`config.mk`:
```
export PLATFORM = sky130hd
export DESIGN_NAME = thermo_decode_monitor
export DESIGN_NICKNAME = d
export VERILOG_FILES = /design/src/rtl/thermo_decode_monitor.sv
export SDC_FILE = /design/constraint.sdc
export NUM_CORES = 1
export LEC_CHECK = 0
export ABC_AREA = 0
export CORE_MARGIN = 4
export CORE_UTILIZATION = 25
export CTS_CLUSTER_DIAMETER = 30
export DETAILED_ROUTE_END_ITERATION = 12
export SYNTH_ARGS = -nofsm -noshare
export SYNTH_HDL_FRONTEND = slang
export SYNTH_SLANG_ARGS = --single-unit
```
`constraint.sdc`:
```
create_clock -name clk -period 3.8 [get_ports clk]
set_clock_uncertainty 0.15 [all_clocks]
set_input_delay 0.95 -clock clk [delete_from_list [all_inputs] [get_ports clk]]
set_output_delay 0.95 -clock clk [all_outputs]
set_load 0.05 [all_outputs]
```
`src/rtl/thermo_decode_monitor.sv`:
```
// Thermometer-code receiver: samples a 15-bit fill, bubble-corrects it by popcount,
// filters for stability, classifies accepted steps and keeps a saturating error count.
module thermo_decode_monitor #(
  parameter int unsigned STABLE_CYCLES = 1,
  parameter int unsigned ERR_W         = 8
) (
  input  logic             clk,
  input  logic             reset,
  input  logic [14:0]      thermo_in,
  input  logic             clear_err,
  output logic [3:0]       bin_out,
  output logic             valid,
  output logic [1:0]       dir,
  output logic             bubble_err,
  output logic             step_err,
  output logic [ERR_W-1:0] err_count
);

  localparam logic [3:0]       STABLE_N = 4'(STABLE_CYCLES);
  localparam logic [ERR_W-1:0] ERR_MAX  = '1;

  typedef enum logic [1:0] {
    DIR_HOLD = 2'b00,
    DIR_UP   = 2'b01,
    DIR_DOWN = 2'b10,
    DIR_JUMP = 2'b11
  } dir_e;

  logic [14:0]      thermo_q,  thermo_d;
  logic             smp_vld_q, smp_vld_d;
  logic [3:0]       cand_q,    cand_d;
  logic             cand_vld_q, cand_vld_d;
  logic             bub_q,     bub_d;
  logic [3:0]       stab_q,    stab_d;
  logic [3:0]       bin_q,     bin_d;
  logic             valid_q,   valid_d;
  dir_e             dir_q,     dir_d;
  logic             bubble_err_q, bubble_err_d;
  logic             step_err_q,   step_err_d;
  logic [ERR_W-1:0] err_q,     err_d;

  logic [3:0]       pop;
  logic             legal;
  logic             accept;
  logic [3:0]       delta;

  always_comb begin
    pop = 4'd0;
    for (int i = 0; i < 15; i++) begin
      pop = pop + {3'b000, thermo_q[i]};
    end
    // A legal fill is 2^n-1: adding one clears every set bit.
    legal = ((thermo_q & (thermo_q + 15'd1)) == 15'd0);
  end

  always_comb begin
    thermo_d   = thermo_in;
    smp_vld_d  = 1'b1;

    cand_d     = cand_q;
    bub_d      = bub_q;
    stab_d     = stab_q;
    cand_vld_d = cand_vld_q;
    if (smp_vld_q) begin
      cand_d     = pop;
      bub_d      = ~legal;
      cand_vld_d = 1'b1;
      if (!cand_vld_q || (pop != cand_q)) begin
        stab_d = 4'd1;
      end else if (stab_q >= STABLE_N) begin
        stab_d = STABLE_N;
      end else begin
        stab_d = stab_q + 4'd1;
      end
    end

    accept       = cand_vld_q && (stab_q == STABLE_N);
    delta        = cand_q - bin_q;
    bubble_err_d = bub_q;
    bin_d        = bin_q;
    valid_d      = valid_q;
    dir_d        = dir_q;
    step_err_d   = 1'b0;
    if (accept) begin
      bin_d   = cand_q;
      valid_d = 1'b1;
      if (!valid_q) begin
        dir_d = DIR_HOLD;
      end else begin
        case (delta)
          4'd0:    dir_d = DIR_HOLD;
          4'd1:    dir_d = DIR_UP;
          4'd15:   dir_d = DIR_DOWN;
          default: begin
            dir_d      = DIR_JUMP;
            step_err_d = 1'b1;
          end
        endcase
      end
    end

    // Clear has priority over a coincident error event.
    if (clear_err) begin
      err_d = '0;
    end else if ((bubble_err_q || step_err_q) && (err_q != ERR_MAX)) begin
      err_d = err_q + 1'b1;
    end else begin
      err_d = err_q;
    end
  end

  always_ff @(posedge clk or posedge reset) begin
    if (reset) begin
      thermo_q     <= '0;
      smp_vld_q    <= 1'b0;
      cand_q       <= '0;
      cand_vld_q   <= 1'b0;
      bub_q        <= 1'b0;
      stab_q       <= '0;
      bin_q        <= '0;
      valid_q      <= 1'b0;
      dir_q        <= DIR_HOLD;
      bubble_err_q <= 1'b0;
      step_err_q   <= 1'b0;
      err_q        <= '0;
    end else begin
      thermo_q     <= thermo_d;
      smp_vld_q    <= smp_vld_d;
      cand_q       <= cand_d;
      cand_vld_q   <= cand_vld_d;
      bub_q        <= bub_d;
      stab_q       <= stab_d;
      bin_q        <= bin_d;
      valid_q      <= valid_d;
      dir_q        <= dir_d;
      bubble_err_q <= bubble_err_d;
      step_err_q   <= step_err_d;
      err_q        <= err_d;
    end
  end

  assign bin_out    = bin_q;
  assign valid      = valid_q;
  assign dir        = dir_q;
  assign bubble_err = bubble_err_q;
  assign step_err   = step_err_q;
  assign err_count  = err_q;

endmodule

```
== Word-level counts from Yosys, hierarchy flattened ==
Cells that the tools add are included.

* Register bits: 43
* Bits of input ports: 18
* Output and inout port bits: 17

* $add $sub $neg: 18
* Order comparisons: 1
* Equality and inequality tests: 5
* Mux-type cells: 9
* Bitwise gates (word level): 2
* Reduce and logical (&&, ||, !) cells: 9

{| class="wikitable"
|+ Operators by type and width
! kind !! count
|-
| $add A4 B1 Y4 || 11
|-
| $mux W8 || 2
|-
| $add A15 B1 Y15 const B || 1
|-
| $and A15 B15 Y15 || 1
|-
| $logic_not A15 Y1 || 1
|-
| $add A8 B1 Y8 const B || 1
|-
| $eq A4 B1 Y1 const B || 2
|-
| $mux W4 || 2
|-
| $ne A8 B8 Y1 const B || 1
|-
| $pmux W2 S3 || 1
|-
| $add A3 B1 Y4 || 1
|-
| $add A4 B1 Y4 const B || 1
|-
| $eq A4 B4 Y1 const B || 1
|-
| $ge A4 B1 Y1 const B || 1
|-
| $logic_not A4 Y1 || 1
|-
| $ne A4 B4 Y1 || 1
|-
| $sub A4 B4 Y4 || 1
|-
| $add A2 B1 Y3 || 1
|-
| $mux W1 || 3
|-
| $reduce_or A3 Y1 || 1
|-
| $add A1 B1 Y2 || 1
|-
| $logic_and A1 B1 Y1 || 2
|-
| $logic_or A1 B1 Y1 || 2
|-
| $mux W2 || 1
|-
| other kinds (3) || 3
|}

== Logic depth before layout (Yosys ltp) ==
Gate-level depths: netlist (run 1).

* Depth after elaboration: 17
* Mapped depth: 14

== Least setup slack after synthesis (run 1) ==
Ideal clock, no wire load.

* Path type: register to register
* Start point: register thermo_q[0]
* End point: register stab_q[0]
* Setup time: 126 ps
* Arrival time: 3896 ps
* Setup slack: -373 ps
* Cell stages (with the launch flop): 12
* Path buffers: 0
* Cell sequence: dfrtp_1 inv_1 fa_1 fa_1 fa_1 fa_1 fa_1 fa_1 xnor2_1 nor4_2 o21a_1 a21oi_1

* Word-level cells in the longest chain between the ends: 17

{| class="wikitable"
|+ RTL lines
! item !! line !! RTL
|-
| from (decl) || 29 || <nowiki>logic [14:0] thermo_q, thermo_d;</nowiki>
|-
| from (signal assigned) || 127 || <nowiki>thermo_q <= thermo_d;</nowiki>
|-
| $add A1 B1 Y2 || 50 || <nowiki>pop = pop + {3'b000, thermo_q[i]};</nowiki>
|-
| $add A2 B1 Y3 || 50 ||
|-
| $add A3 B1 Y4 || 50 ||
|-
| $add A4 B1 Y4 (11 in a row) || 50 ||
|-
| $ne A4 B4 Y1 || 68 || <nowiki>if (!cand_vld_q || (pop != cand_q)) begin</nowiki>
|-
| $logic_or A1 B1 Y1 || 68 ||
|-
| $mux W4 || 68 ||
|-
| to (signal assigned) || 132 || <nowiki>stab_q <= stab_d;</nowiki>
|-
| to (decl) || 34 || <nowiki>logic [3:0] stab_q, stab_d;</nowiki>
|}

No other way between the ends.
A chain may end at the register's enable or synchronous reset.

== Worst setup path after layout (run 1) ==
* Start point: register thermo_q[5]
* End point: register stab_q[0]

* Word-level cells in the longest chain between the ends: 13

{| class="wikitable"
|+ RTL lines
! item !! line
|-
| $add A4 B1 Y4 (10 in a row) || 50
|-
| $ne A4 B4 Y1 || 68
|-
| $logic_or A1 B1 Y1 || 68
|-
| $mux W4 || 68
|}

No other way between the ends.

==> results list, run 1 <==
- Result of the run: finished with violations
- The final reports fail on setup timing.
* Critical setup path kind: flip-flop to flip-flop
* Hold WC Path Type: flip-flop to flip-flop
* Sum of routed wire length over all layers: 4244 um
- The tightest hold path in the finished design has a slack of 0.2155 ns.
- The largest individual stage delay along the critical path comes from the cell fa_2.
- The floorplan step set the die height to 102.8 um.
- Cell Count, Final, Fillers Out: 367
* Count of nets left with antenna violations after detail routing: 0
- End point of the most critical hold path: bubble_err
- Max_cap viols: 0
- Per report_power, the clock group accounts for 20.1% of the total.
* Most common flop cell mapped by yosys: dfrtp_1
- Detailed placement finished with a half-perimeter wire length of 3271 um.
- Startpoint of the tightest hold check path: bub_q
* Number of buffers created by CTS: 5
- For this design, the CTS-stage hold fixing added 0 buffers.
- Top cell type's share of synthesized area: 47.94%
- The initial antenna violation count came to 0.
- Number of nets in the finished design: 299
- Placed instance count: 358
- The internal portion of the total power is 0.001104 W.
* Maximum number of pins on one net before global-route repair: 44
- For this run, the total global-route usage over all layers was measured as 8.746%.
- Summing the sequential cell areas from Yosys gives 47.94% of the chip area.
- Remaining Overflow, GRT: 0
- Setup repair after global routing could not meet its margin everywhere.
- Averaged over all synthesized cells, the footprint is 10.79 um2.
* Maximum VDD drop: 0.2981 mV
- Share of the cycle needed by the critical path after routing: 111.4%
- For the pin with the worst max-slew slack, the measured transition is 0.5377 ns.
- The clock net in this run drives a total of 43 sinks.
- In the post-synthesis netlist, the cell with the most instances is dfrtp_1.
* End of the worst register-to-register path: stab_q[0]
* Worst slew margin: 64.15%
- In the final routed layout, each cell accounts on average for 11.56 um.
- The first TritonRoute pass finished after 4 iterations.
- Source-to-sink clock delay at the later pin of the worst-skew pair: 0.30 ns
* Starting DRT DRC Count: 54
- Wire length of the first global-routing pass: 7314 um
- Count of state elements after synthesis: 43
- The post-route netlist has 12.74% of its cells at a drive strength greater than 1.
* Required time at the endpoint of the critical path: 3.84 ns
- The worst setup path is launched from a flip-flop.
- CTS tree: done
- Counting flops with an async set or reset pin after synthesis yields a share of 100.0%.
- The region available for standard cell placement spans 8721 um2.
- Using the TritonRoute via totals, the vias-per-cell ratio works out to 4.341.
- For this run, the slowest stage of the critical path takes 0.57 ns.
- By count the netlist is led by dfrtp_1 (43), inv_1 (30), nor2_1 (24).
- The setup check on the worst reg-to-reg path leaves a slack of -0.43 ns.
- In this run the power spent charging and discharging nets is 0.0006859 W.
- The number of cells on the worst reg-to-reg path is 11.
- Once layout is complete, the utilization of the core stands at 33.62%.
* Syn Inst Count: 208
* Final max-slew violation count: 0
- Number of ports placed on the die boundary: 35
- After layout, the minimum clock period comes to 4.234 ns.
- DRC violation count after routing: 0
- Cell taking the most area after synthesis: dfrtp_1
- Yosys mapped the design onto 40 distinct sky130hd cell types.
* Pwr per Cell Area: 610.6 nW/um2
- Across all setup checks in the final design, the least slack found is -0.4336 ns.
- From left edge to right edge, the die measures 102.8 um.
* Weighted congestion reported at the end of routability-driven placement: 0.7942
* Via count of the first global-routing pass: 1,583
- Of all nets on the critical path, the largest fanout is 2.
- Startpoint of the worst-slack reg-to-reg timing path: thermo_q[5]
* Final total negative setup slack: -1.257 ns
* Proportion of power drawn by flip-flops and latches: 33.5%
- Combinational cells account for 46.4% of the total power.
* Cell breakdown of the critical path: fa_1, inv_2, fa_1, fa_1, fa_1, fa_2, fa_2, xnor2_2, nor4_2, o21a_1, a21oi_1
- The most numerous cell type found on the critical path is fa_1.
* Hold Vio Cnt, Final: 0
- Number of cell rows: 34
* Clock root buffer: clkbuf_8
* Depth of the worst hold-timing path: 0
- Count of flip-flops with a built-in enable after synthesis: 0
* Post-Synthesis Cell Area: 2245 um2
- After clock tree synthesis, the clock-pin slew on the worst setup and hold paths is 0.09 ns.
- Based on the critical path, the design can be clocked at up to 236.2 MHz.
* Starting Density: 25.74%
- Final setup violating endpoints: 5
- The die covers 10,560 um2.
- Ranking of synthesized cells by area: dfrtp_1 (48%), fa_1 (9.8%), ha_1 (6.7%)
* Area added between synthesis and finish: 30.60%
- Warnings, synthesis: 0
- The number of nets handed over by synthesis was 249.
* Number of buffers added on ports: 34
* Worst Path Arrival: 4.27 ns
- 0 antenna diodes ended up in the layout.
- Leakage: 1.285 nW
* H-tree level count: 2
* Total number of vias: 1,593
* Switching share of power: 38.32%
- Deepest clock path buffer count: 2
* Nature of the critical path endpoint: flip-flop
per-layer routing:
layer	wire, um	global-route usage, %	up-vias
met2	1955	13.36	42
met3	272	2.842	6
met5	0	0	-
met4	57	2.789	0
met1	1959	11.81	762
li1	-	-	783
critical path, delay by kind of cell, from the launching register on:
family	cells	cell delay, ns
flops	1	0.41
simple gates	1	0.27
compound gates	2	0.27
xor+xnor	1	0.07
buf+inv	1	0.04
fa+ha+maj	6	2.92
area by class of cell:
type	count	area, um2
inverters	30	112.6
fillers	878	5789
repair buffers	45	422.9
clock buffers	5	68.82
flip-flops and latches	43	1076
clock inverters	3	43.79
multi-input cells	133	1072
well taps	108	135.1
power by group through the flow:
stage / sequential [W] / clock [W] / combinational [W]
after floorplan: 0.000709 / 0 / 0.000464
after global placement: 0.000602 / 0 / 0.000745
after detailed placement: 0.000607 / 0 / 0.000768
after CTS: 0.000598 / 0.000374 / 0.000770
after global routing: 0.000611 / 0.000388 / 0.000929
final: 0.000599 / 0.000360 / 0.000831
cell families after synthesis:
kind of cell	Yosys count	share of synthesized area, %
other	1	0.1671
adder cells (fa/ha/maj)	23	16.50
AO/OA/AOI/OAI	32	9.755
AND/OR/NAND/NOR	61	13.60
multiplexers	5	2.397
buffers and inverters	32	5.351
flip-flops	43	47.94
XOR/XNOR	11	4.292
placed cells by master, fill, tap and decap left out, drive strengths merged, types with 7 or more instances in the layout:
cell,n
o21ai,7
inv,30
buf,11
dfrtp,43
nor2,24
fa,11
ha,12
clkdlybuf4s50,34
nand2,11
a21oi,10
worst max path at each step:
stage,start,cells after the start,end
after CTS,thermo_q[5],11,stab_q[1]
after global routing,thermo_q[5],12,stab_q[1]
after global placement,thermo_q[5],11,stab_q[0]
final,thermo_q[5],11,stab_q[0]
after floorplan,thermo_q[5],11,stab_q[0]
after detailed placement,thermo_q[5],11,stab_q[0]
what timing repair did:
item / 4_1_cts / 5_1_grt
endpoints found under the setup margin: 4 / 5
endpoints found under the hold margin: 0 / 0
setup buffers: 0 / 1
resized for setup: 0 / 4
metrics by stage:
| stage | total power, W | setup slack [ns] | area [um2] |
|---|---|---|---|
| finish | 0.001790 | -0.4336 | 2932 |
| detailed placement | 0.001375 | -0.4056 | 2793 |
| global route | 0.001928 | -0.5978 | 2932 |
| CTS | 0.001742 | -0.4259 | 2905 |
| global placement | 0.001348 | -0.3553 | 2793 |
| floorplan | 0.001173 | -0.2787 | 2250 |
registers in the layout, indices dropped and copies added (netlist names):
register	cells
bin_out	4
bub_q	1
bubble_err	1
cand_q	4
cand_vld_q	1
dir	2
err_count	8
smp_vld_q	1
stab_q	4
step_err	1
thermo_q	15
valid	1
No activity file was read; power rests on OpenSTA's default activity.
==> inputs of run 2 (changes only) <==
--- a/config.mk
+++ b/config.mk
@@ -8,8 +8,8 @@
 export ABC_AREA = 0
 export CORE_MARGIN = 4
 export CORE_UTILIZATION = 25
-export CTS_CLUSTER_DIAMETER = 30
 export DETAILED_ROUTE_END_ITERATION = 12
+export HOLD_SLACK_MARGIN = 0.06
 export SYNTH_ARGS = -nofsm -noshare
 export SYNTH_HDL_FRONTEND = slang
 export SYNTH_SLANG_ARGS = --single-unit
==> constraint.sdc (replaced) <==
create_clock -name clk -period 5.01 [get_ports clk]
set_clock_uncertainty 0.15 [all_clocks]
set_input_delay 1.2525 -clock clk [delete_from_list [all_inputs] [get_ports clk]]
set_output_delay 1.2525 -clock clk [all_outputs]
set_load 0.05 [all_outputs]
==> results list, run 2 (synthesis gave the netlist of run 1 again) <==
* Result of the run: finished clean
- DRC violation count after routing: 0 (unchanged)
- The combined global-route utilization of all metal layers is 8.650% (-0.096 points).
* Final total negative setup slack: 0 ns (+1.257 ns)
* Switching share of power: 38.33% (about the same)
* Sum of routed wire length over all layers: 4118 um (-3.0%)
- The peak supply drop was 0.1529 mV (-49%).
- The number of buffers inserted by port buffering came to 34 (unchanged).
- The top achievable clock speed is 231.1 MHz (-2.1%).
* Critical setup path kind: flip-flop to flip-flop
- STA classifies the critical path endpoint as a flip-flop.
- The starting utilization of the core area was 25.74% (unchanged).
- The net total in the final layout was 289 (-3.3%).
* Post-CTS clock slew at the launch and capture registers of the worst setup and hold paths: 0.09 ns (about the same)
- Maximum number of pins on one net before global-route repair: 44 (unchanged)
* Biggest register: thermo_q
- Max_cap viols: 0 (unchanged)
- The required time at the worst-slack endpoint came to 5.05 ns (+1.21 ns).
- The slew at the pin closest to its max-slew limit is 0.5370 ns (-0.0007290 ns).
- The final estimated routing congestion in global placement is 0.8571 (+7.9%).
- Cts repair resizes: 0 (unchanged)
- The peak fanout along the critical path was 4 (+2).
- The logic gate share of total power was 43.3% (-3.1 points).
- The total placed cells including tap cells came to 349 (-2.5%).
- Antenna violations before repair: 0 (unchanged)
- The delay of the slowest cell on the worst path came to 0.57 ns (about the same).
- The total of fill cells in the finished design came to 887 (+1.0%).
- Final setup violating endpoints: 0 (-5)
- Sw power: 0.0004937 W (-28%)
* Number of buffers created by CTS: 5 (unchanged)
* Hold Vio Cnt, Final: 0 (unchanged)
* Most prevalent standard cell on the critical path: fa_1
- Most frequent cells in the layout: dfrtp_1 (43), clkdlybuf4s50_1 (34), inv_1 (30), nor2_1 (24), ha_1 (12)
* Average wire per standard cell: 11.54 um (-0.25%)
- Tot Pwr: 0.001288 W (-28%)
- CTS Sinks: 43 (unchanged)
- H-tree level count: 2 (unchanged)
- Placed wire-length estimate after detailed placement: 3223 um (-1.5%)
* Cell Int Power: 0.0007942 W (-28%)
- Starting DRT DRC Count: 30 (-44%)
- End point of the most critical hold path: bubble_err
- Among all stages on the critical path, the largest delay is contributed by fa_1.
* Vert. Die Dim: 102.8 um (unchanged)
- The worst register-to-register path ends at stab_q[0].
- Hold WC Path Type: flip-flop to flip-flop
* Fin worst setup slack: 0.6835 ns (+1.117 ns)
- The iteration count of the initial detailed-routing pass is 4 (unchanged).
- The quantity of hold-fixing buffers added after cts is 0 (unchanged).
- Count of nets left with antenna violations after detail routing: 0 (unchanged)
* Die Area: 10,560 um2 (unchanged)
* Clock root buffer: clkbuf_8
* Setup repair after global routing missed its margin: false
- The wire length of the first global-routing pass was 7272 um (-0.57%).
- Remaining Overflow, GRT: 0 (unchanged)
- The time the worst path needs with I/O delays and setup was 4.326 ns (+0.09289 ns).
- Startpoint of the tightest hold check path: bub_q
- Per-cell via count in the routed design: 4.361 (+0.48%)
- The library cell used most frequently in the layout, excluding fill and tap cells, is dfrtp_1.
- Layout Utilization: 32.48% (-1.1 points)
* Total number of vias: 1,557 (-2.3%)
- Share of cells above drive strength 1: 6.827% (-5.9 points)
* Number of ports placed on the die boundary: 35 (unchanged)
* Final max-slew violation count: 0 (unchanged)
* Via count of the first global-routing pass: 1,610 (+1.7%)
- The horizontal extent of the die was 102.8 um (unchanged).
- Setup slack on the worst flop-to-flop path: 0.68 ns (+1.12 ns)
* Depth of the worst hold-timing path: 0 (unchanged)
* Path depth of the worst reg2reg path: 11 (unchanged)
- Worst Path Arrival: 4.36 ns (+0.09 ns)
- Core region area: 8721 um2 (unchanged)
- Cell breakdown of the critical path: inv_1, fa_1, fa_1, fa_1, fa_1, fa_1, fa_1, xnor2_1, nor4_2, o21a_1, a21oi_1
- Launching element type of the critical path: flip-flop
* Worst slew margin: 64.20% (about the same)
- Leakage: 1.227 nW (-4.5%)
- The clock share of power came to 21.3% (+1.2 points).
- The number of diodes came to 0 (unchanged).
* Proportion of power drawn by flip-flops and latches: 35.4% (+1.9 points)
- Startpoint of the worst-slack reg-to-reg timing path: thermo_q[0]
* Source-to-sink clock delay at the later pin of the worst-skew pair: 0.30 ns (about the same)
- Deepest clock path buffer count: 2 (unchanged)
- Setup Fix Bufs, Post-CTS: 0 (unchanged)
* Cell Count, Final, Fillers Out: 357 (-2.7%)
- The site row count came to 34 (unchanged).
- The setup slack after placement is 0.6767 ns (+1.082 ns).
- From synthesis to final layout, the design area changed by 26.20%.
- Share of the cycle needed by the critical path after routing: 86.36% (-25 points)
* CTS tree: done
- The power density relative to cell area came to 454.7 nW/um2 (-26%).
- Flip-flop count of the largest register after layout: 15 (unchanged)
[run 2: worst max-delay path by stage]
stage / startpoint / end / slack [ns] / cells past startpoint
CTS: thermo_q[0] / stab_q[0] / 0.67 / 11
global placement: thermo_q[0] / stab_q[0] / 0.75 / 11
floorplan: thermo_q[0] / stab_q[0] / 0.84 / 11
detailed placement: thermo_q[0] / stab_q[0] / 0.68 / 11
global route: thermo_q[1] / stab_q[0] / 0.52 / 11
finish: thermo_q[0] / stab_q[0] / 0.68 / 11
[run 2: worst max-delay path: cells and delay by family, from the launching register on]
kind	cells	cell delay, ns
adders and majority gates	6	2.85
DFF	1	0.39
and+or+nand+nor	1	0.32
AOI/OAI and AO/OA	2	0.26
xor gates and xnor gates	1	0.15
buffers and inverters	1	0.09
[run 2: area by class of cell]
type                            instances  area, um2  area share [%]
Inverter                               30      112.6           3.975
Timing Repair Buffer                   35      347.8           12.28
Sequential cell                        43       1076           37.99
Clock inverter                          3      43.79           1.546
Clock buffer                            5      68.82           2.429
Tap cell                              108      135.1           4.770
Multi-Input combinational cell        133       1049           37.01
[run 2: routing by layer]
metal	GRT usage, %	wire, um
met4	2.689	44
met5	0	0
met1	11.05	1919
met2	14.35	1917
met3	2.300	238
[run 2: metrics by stage]
stage	area [um2]	hold slack (ns)
2_1_floorplan	2245	0.2046
3_3_place_gp	2720	0.2244
3_5_place_dp	2720	0.2321
4_1_cts	2833	0.2422
5_1_grt	2833	0.2686
6_report	2833	0.2450
[run 2: power groups by stage]
stage | Clock (W) | Sequential (W) | Combinational (W)
6_report | 0.000275 | 0.000455 | 0.000558
5_1_grt | 0.000302 | 0.000466 | 0.000625
4_1_cts | 0.000285 | 0.000457 | 0.000568
3_5_place_dp | 0 | 0.000464 | 0.000567
3_3_place_gp | 0 | 0.000461 | 0.000554
2_1_floorplan | 0 | 0.000538 | 0.000347
==> inputs of run 3 (changes only) <==
--- a/config.mk
+++ b/config.mk
@@ -9,7 +9,8 @@
 export CORE_MARGIN = 4
 export CORE_UTILIZATION = 25
 export DETAILED_ROUTE_END_ITERATION = 12
-export HOLD_SLACK_MARGIN = 0.06
+export GPL_TIMING_DRIVEN = 0
+export HOLD_SLACK_MARGIN = 0.03
 export SYNTH_ARGS = -nofsm -noshare
 export SYNTH_HDL_FRONTEND = slang
 export SYNTH_SLANG_ARGS = --single-unit
==> results list, run 3 (synthesis gave the netlist of run 1 again) <==
* Result of the run: finished clean
* Hold Vio Cnt, Final: 0 (unchanged)
- Smallest hold slack: 0.2322 ns (-0.01279 ns)
- The library cell used most frequently in the layout, excluding fill and tap cells, is dfrtp_1.
- The H-tree depth came to 2 (unchanged).
- Source-to-sink clock delay at the later pin of the worst-skew pair: 0.30 ns (about the same)
- Maximum fanout along the worst path: 4 (unchanged)
- Number of buffers added on ports: 33 (-2.9%)
* Post-CTS Hold Buffers: 0 (unchanged)
- Maximum VDD drop: 0.2170 mV (+42%)
* Critical setup path kind: flip-flop to flip-flop
* Number of cell rows: 34 (unchanged)
* Post-layout minimum cycle time: 4.402 ns (+0.07531 ns)
- Number of buffers created by CTS: 5 (unchanged)
- Sum of routed wire length over all layers: 4232 um (+2.8%)
* Count of nets left with antenna violations after detail routing: 0 (unchanged)
* Met2 routed wirelength: 1973 um (+2.9%)
- Total GRT Usage: 8.691% (+0.041 points)
- The number of flip-flops in the largest register is 15 (unchanged).
- The routed length on met3 came to 223 um (-6.3%).
- Biggest register: thermo_q
- Hold WC Path Type: flip-flop to flip-flop
- The count of routing violations after the opening detailed-route iteration came to 27 (-10%).
- Per-cell via count in the routed design: 4.296 (-1.5%)
* Total number of vias: 1,538 (-1.2%)
- The iteration count of the initial detailed-routing pass came to 4 (unchanged).
- The root buffer cell chosen for the clock tree is clkbuf_8.
* Post-CTS clock slew at the launch and capture registers of the worst setup and hold paths: 0.09 ns (about the same)
* Remaining Overflow, GRT: 0 (unchanged)
- The number of clock sinks was 43 (unchanged).
- Maximum number of pins on one net before global-route repair: 26 (-41%)
- Post-route cell area: 2834 um2 (about the same)
* Core region area: 8721 um2 (unchanged)
- Setup repair after global routing left no endpoint under its margin.
* Pwr per Cell Area: 447.4 nW/um2 (-1.6%)
* Final setup violating endpoints: 0 (unchanged)
- The wire length of the first global-routing pass came to 7307 um (+0.48%).
* Leakage: 1.222 nW (-0.46%)
- Floorplan die width: 102.8 um (unchanged)
- The number of diodes was 0 (unchanged).
- The die outline height came to 102.8 um (unchanged).
- The buffer levels on the longest clock path is 2 (unchanged).
* Transition time of the tightest slew-check pin: 0.5064 ns (-0.03063 ns)
- The mean routed wirelength per cell is 11.82 um (+2.5%).
* Die Area: 10,560 um2 (unchanged)
- Final max-slew violation count: 0 (unchanged)
- FMAX: 227.2 MHz (-1.7%)
* Worst slew margin: 66.14% (+1.9 points)
* Number of ports placed on the die boundary: 35 (unchanged)
- Via count of the first global-routing pass: 1,595 (-0.93%)
- Share of cells above drive strength 1: 7.200% (+0.37 points)
- Share of the cycle needed by the critical path after routing: 87.86% (+1.5 points)
- Top routing layer in use: met4
- Total placed instance area: 2730 um2 (+0.37%)
* Final total negative setup slack: 0 ns (unchanged)
- The post-synthesis to final-layout area growth was 26.25% (about the same).
- The HPWL after detailed placement was 3324 um (+3.1%).
- The DRC violations left came to 0 (unchanged).
* Required time at the endpoint of the critical path: 5.04 ns (about the same)
- The met1 wire length is 1987 um (+3.5%).
* Max_cap viols: 0 (unchanged)
- The net total in the final layout is 290 (+0.35%).
* Most frequent cells in the layout: dfrtp_1 (43), clkdlybuf4s50_1 (33), inv_1 (29), nor2_1 (24), ha_1 (12)
- The arrival time at the worst endpoint is 4.43 ns (+0.07 ns).
- The initial antenna violation count came to 0 (unchanged).
- The final estimated routing congestion in global placement is 0.8124 (-5.2%).
- Nature of the critical path endpoint: flip-flop
* Setup Fix Bufs, Post-CTS: 0 (unchanged)
- Cts repair resizes: 0 (unchanged)
* Starting Density: 25.74% (unchanged)
- TritonCTS built the clock tree.
- STA classifies the critical path startpoint as a flip-flop.
-- run 3: final timing paths --
path                           endpoint   startpoint  slack (ns)  cells after the start
setup / recovery              stab_q[0]  thermo_q[0]        0.61                     12
hold / removal               bubble_err        bub_q        0.23                      0
setup reg to reg              stab_q[0]  thermo_q[0]        0.61                     12
hold reg to reg              bubble_err        bub_q        0.23                      0
max in group asynchronous   thermo_q[4]        reset        3.12                      3
min in group asynchronous  err_count[1]        reset        1.11                      2
-- run 3: worst max-delay path, cell delays in order, from the launching register on --
cell and delay [ns]:
dfrtp_1 0.40, inv_1 0.09, fa_1 0.58, fa_1 0.45, fa_1 0.53, fa_1 0.42, fa_1 0.41, fa_1 0.40
xnor2_1 0.26, xor2_1 0.11, nor4_2 0.21, o21a_1 0.20, a21oi_1 0.07
-- run 3: routing by layer --
layer  up-vias  track usage [%]
met3         7            2.503
met1       738            11.09
li1        762                -
met2        31            14.45
met5         -                0
met4         0            2.390
-- run 3: final cells by class --
cell class                 instances  area, um2
buffer                             2      7.507
clock buffer                       7      96.34
clock inverter                     1      7.507
fill                             876       5887
inverter                          30      112.6
multi-input combinational        133       1049
sequential                        43       1076
tap                              108      135.1
timing repair buffer              34      350.3
-- run 3: power by group --
group          leakage, nW  internal, W  total, W  switching [W]
Combinational        0.669     0.000247  0.000565       0.000318
Clock               0.0505     0.000126  0.000249       0.000124
Sequential           0.502     0.000400  0.000453      0.0000534
Total                 1.22     0.000773   0.00127       0.000495
-- run 3: stage by stage --
stage | total power (W) | std cells | util, % | setup slack (ns)
2_1_floorplan | 0.0008851 | 208 | - | 0.8375
3_3_place_gp | 0.001014 | 349 | 31.08 | 0.6313
3_5_place_dp | 0.001033 | 350 | 31.31 | 0.5881
4_1_cts | 0.001286 | 358 | 32.50 | 0.5745
5_1_grt | 0.001369 | 358 | 32.50 | 0.3322
6_report | 0.001268 | 358 | 32.50 | 0.6082
